--- src/rtl/seq_multiplier.sv ---
// ============================================================================
// seq_multiplier : radix-2 shift-add multiplier, signed/unsigned per op,
//                  valid/ready on both sides. Option: MULT_EARLY_DONE_EN.
// Revision 1.0
// ============================================================================
`default_nettype none

module seq_multiplier #(
  parameter int WIDTH = 16
) (
  input  logic                 clk,
  input  logic                 rst_n,
  input  logic                 in_valid,
  output logic                 in_ready,
  input  logic [WIDTH-1:0]     a,
  input  logic [WIDTH-1:0]     b,
  input  logic                 is_signed,
  output logic                 out_valid,
  input  logic                 out_ready,
  output logic [2*WIDTH-1:0]   p,
  output logic                 busy
);

  localparam int CW = $clog2(WIDTH + 1);

  typedef enum logic [1:0] {
    IDLE = 2'd0,
    BUSY = 2'd1,
    DONE = 2'd2
  } state_t;

  state_t state, state_nxt;

  logic [2*WIDTH-1:0] mcand;
  logic [2*WIDTH-1:0] acc;
  logic [WIDTH-1:0]   mplier;
  logic               neg;
  logic [CW-1:0]      count;

  logic [WIDTH-1:0]   abs_a;
  logic [WIDTH-1:0]   abs_b;
  logic [2*WIDTH-1:0] acc_sum;
  logic [2*WIDTH-1:0] acc_fin;
  logic [WIDTH-1:0]   mplier_shr;
  logic               last_step;
  logic               accept;
  logic               deliver;

  // Magnitude of the most negative value wraps to 2^(WIDTH-1), which is exact unsigned.
  assign abs_a      = (is_signed && a[WIDTH-1]) ? -a : a;
  assign abs_b      = (is_signed && b[WIDTH-1]) ? -b : b;
  assign acc_sum    = acc + (mplier[0] ? mcand : '0);
  assign acc_fin    = neg ? -acc_sum : acc_sum;
  assign mplier_shr = mplier >> 1;

`ifdef MULT_EARLY_DONE_EN
  assign last_step  = (mplier_shr == '0) || (count == CW'(WIDTH - 1));
`else
  assign last_step  = (count == CW'(WIDTH - 1));
`endif

  assign in_ready  = (state == IDLE);
  assign out_valid = (state == DONE);
  assign busy      = (state == BUSY);
  assign accept    = in_valid && in_ready;
  assign deliver   = out_valid && out_ready;

  always_ff @(posedge clk or negedge rst_n) begin
    if (!rst_n) begin
      state <= IDLE;
    end else begin
      state <= state_nxt;
    end
  end

  always_comb begin
    state_nxt = state;
    case (state)
      IDLE:    if (accept)    state_nxt = BUSY;
      BUSY:    if (last_step) state_nxt = DONE;
      DONE:    if (deliver)   state_nxt = IDLE;
      default:                state_nxt = IDLE;
    endcase
  end

  always_ff @(posedge clk or negedge rst_n) begin
    if (!rst_n) begin
      mcand  <= '0;
      acc    <= '0;
      mplier <= '0;
      neg    <= 1'b0;
      count  <= '0;
      p      <= '0;
    end else begin
      case (state)
        IDLE: begin
          if (accept) begin
            mcand  <= {{WIDTH{1'b0}}, abs_a};
            mplier <= abs_b;
            neg    <= is_signed & (a[WIDTH-1] ^ b[WIDTH-1]);
            acc    <= '0;
            count  <= '0;
          end
        end
        BUSY: begin
          acc    <= acc_sum;
          mcand  <= mcand << 1;
          mplier <= mplier_shr;
          count  <= count + CW'(1);
          if (last_step) begin
            p <= acc_fin;
          end
        end
        default: ;
      endcase
    end
  end

endmodule

`default_nettype wire
--- config.mk ---
export PLATFORM = sky130hd
export DESIGN_NAME = seq_multiplier
export DESIGN_NICKNAME = d
export VERILOG_FILES = /design/src/rtl/seq_multiplier.sv
export SDC_FILE = /design/constraint.sdc
export NUM_CORES = 1
export LEC_CHECK = 0
export CAP_MARGIN = 30
export CORE_MARGIN = 3
export CORE_UTILIZATION = 55
export DETAILED_ROUTE_END_ITERATION = 10
export DONT_BUFFER_PORTS = 1
export PLACE_DENSITY = 0.76
export SETUP_SLACK_MARGIN = 0.3
export SLEW_MARGIN = 25
export SYNTH_ARGS = -nofsm -noshare
export SYNTH_HDL_FRONTEND = slang
export SYNTH_SLANG_ARGS = --single-unit
--- constraint.sdc ---
create_clock -name clk -period 10.1 [get_ports clk]
set_input_delay 1.515 -clock clk [delete_from_list [all_inputs] [get_ports clk]]
set_output_delay 1.515 -clock clk [all_outputs]
set_load 0.02 [all_outputs]
==> results.py <==
metrics = {
    "clock_tree": {
        "clkLatencyLatePin_ns": 0.42,
        "clock_sinks": 120,
        "htree_levels": 4,
        "root_buffer": "clkbuf_16",
        "cts_buffers": 17,
        "cts_tree": "yes",
        "cts.path.max_buffers": 2,
        "cts.reportedPaths.clkPinSlew_ns": 0.05,
        "post_cts_buffers": 0,
        "cts_resized": 0,
        "ctsHoldBuffers": 0,
    },
    "synth": {
        "synth_top_area_share_pct": 37.2,
        "synth-seq-cells": 120,
        "synth_area_um2": 8060,
        "synth_area_leader_cell": "dfrtp_1",
        "ys.flop_type": "dfrtp_1",
        "synthDistinctLibCells": 64,
        "synth_edf_count": 0,
        "synth_area_per_cell_um2": 8.49,
        "async_flop_share_pct": 100,
        "synth_nets": 1024,
        "yosys_warnings": 0,
        "syn_inst": 950,
        "synthTopCellsByArea": "dfrtp_1 37%, o21ai_0 7.7%, nand2_1 6.5%",
        "yosysSeqAreaShare_pct": 37.2,
    },
    "run_status": {
        "outcome": "finished, final reports clean",
    },
    "cells_and_area": {
        "nets": 998,
        "fillers": 1239,
        "regArea_um2": 3000,
        "final_common_cell": "nand2_1",
        "antenna_cells": 0,
        "multi_input_area_um2": 4780,
        "syn_to_final_growth_pct": 8.63,
        "drive_gt1_share_pct": 5.78,
        "final_cell_mix": "139 x nand2_1, 124 x o21ai_0, 120 x dfrtp_1",
    },
    "setup_path": {
        "crit_top_cell": "a211oi_4",
        "crit_path_max_fanout": 33,
        "cp_cell_sequence": "and2_1 > ha_1 > fa_1 > a211oi_4 > o21ai_2 > a211oi_4 > o221ai_2 > xor2_1 > or2_4 > or4b_1 > o41ai_4 > xnor2_1 > o21ai_1",
        "max_stage_delay_ns": 0.69,
        "critical_path_class": "reg -> reg",
        "critical-path-top-delay-family": "compound AO/OA/AOI/OAI gates",
        "arrival_ns": 4.73,
        "start_kind": "register",
        "critPathSlowestCell": "or4b_1",
        "cp.buffers_inverters": 0,
        "required_ns": 10.40,
        "cp-end-kind": "register",
    },
    "routing": {
        "drtIter0Drc": 478,
        "drt-wirelength-per-cell_um": 16.8,
        "viasPerCell": 6.10,
        "drc_errors": 0,
        "ant_nets": 0,
        "drtPass1Iterations": 5,
        "via_count": 6797,
        "wl_met2_um": 7820,
        "wl_met1_um": 9280,
        "highest_layer": "met4",
        "wl_met3_um": 1310,
        "routed_wl_um": 18700,
    },
    "timing": {
        "rsz0062_at_grt": "false",
        "hold_violations": 0,
        "tightest_slew_ns": 0.766,
        "fin_crit_sh_pct": 43.8,
        "fin_crit_ns": 4.43,
        "fmax_mhz": 226,
        "fin_tns_setup_ns": 0,
        "slew_headroom_pct": 48.9,
        "fin_skew_ns": 0.00488,
        "setup_viol": 0,
        "finalWorstSetupSlack_ns": 5.67,
        "slew_viol_final": 0,
    },
    "floorplan": {
        "num_rows": 43,
        "design.die.area_um2": 16200,
        "die_h_um": 127,
        "start_util_pct": 57.2,
        "core_um2": 14100,
        "fp.dieW_um": 127,
        "ios": 72,
    },
    "global_routing": {
        "overflow": 0,
        "grt_usage_pct": 23.9,
        "grt_pass1_vias": 6478,
        "grt_pass1_wl_um": 31600,
        "grt_max_degree": 121,
        "antenna_found_initial": 0,
    },
    "job": {
        "drv_cap": 0,
    },
    "power_and_ir_drop": {
        "ir_drop_v": 0.000169,
        "power.density_nw_per_um2": 348,
        "p_leak_nw": 3.74,
        "power_mw": 3.05,
    },
    "placed_design": {
        "dpl.hpwl_um": 13600,
        "pre_cts_ws_ns": 5.68,
        "place_congestion": 0.975,
        "port_buffers": 0,
    },
    "min_path": {
        "hold_path_class": "reg -> reg",
    },
}
==> worst paths after layout <==
check | start | end | slack (ns) | cells past startpoint
hold reg to reg | count[3] | count[3] | 0.49 | 1
min in group asynchronous | rst_n | p[30] | 0.79 | 0
setup / recovery | mplier[0] | p[31] | 5.67 | 13
hold / removal | count[3] | count[3] | 0.49 | 1
max in group asynchronous | rst_n | mcand[0] | 9.18 | 0
setup reg to reg | mplier[0] | p[31] | 5.67 | 13
==> stage by stage <==
step	hold slack, ns	instances	utilization, %	area (µm²)
global route	0.518	1115	62.1	8760
detailed placement	0.477	1085	57.9	8160
floorplan	0.449	950	-	8060
finish	0.490	1115	62.1	8760
global placement	0.472	1083	57.6	8120
CTS	0.491	1115	62.1	8760
==> cells by family after synthesis <==
logic type,share of synthesized area [%]
adders and majority gates,5.83
muxes,0.372
and+or+nand+nor,19.6
buffers and inverters,3.54
DFF,37.2
AOI/OAI and AO/OA,25.0
xor gates and xnor gates,8.36
==> flip-flops by register name (all words and copies together) (netlist names) <==
signal,count
acc,32
mcand,32
p,32
mplier,16
count,5
state,2
neg,1
==> worst register-to-register path: stages, from the launching register on <==
cell and delay, ns:
dfrtp_1 0.64, and2_1 0.28, ha_1 0.22, fa_1 0.46, a211oi_4 0.26, o21ai_2 0.16, a211oi_4 0.33, o221ai_2 0.14
xor2_1 0.20, or2_4 0.27, or4b_1 0.69, o41ai_4 0.40, xnor2_1 0.16, o21ai_1 0.08
==> cells in the mapped netlist, types with 6 or more instances <==
cell / instances
o211ai_1: 9
and2_1: 39
buf_2: 6
o21ai_1: 15
xnor2_1: 35
nand2_1: 140
a22oi_1: 27
and3_1: 7
xor2_1: 42
clkbuf_1: 41
a21o_1: 8
a21oi_1: 45
nand3_1: 41
nor3_1: 10
dfrtp_1: 120
o21ai_0: 124
nand4_1: 7
a22o_1: 11
nand2b_1: 7
o31ai_1: 18
nor2_1: 42
or3_1: 9
inv_1: 19
ha_1: 36
a211oi_1: 8
==> layer usage <==
layer  vias up  global-route usage (%)
met1      3179                    36.2
met2       219                    34.2
met4         0                    7.00
met5         -                       0
met3        27                    5.23
li1       3372                       -
==> final cells by class <==
cell class,instances,share of cell area [%]
Multi-Input combinational cell,759,54.6
Sequential cell,120,34.3
Clock buffer,22,5.53
Tap cell,180,2.57
Clock inverter,8,1.37
Timing Repair Buffer,7,0.828
Inverter,19,0.814
==> where the power goes <==
part / internal, mW / switching (mW)
Sequential: 0.690 / 0.220
Combinational: 0.576 / 0.948
Clock: 0.409 / 0.209
Note: power is estimated with default switching activity, not from simulation.
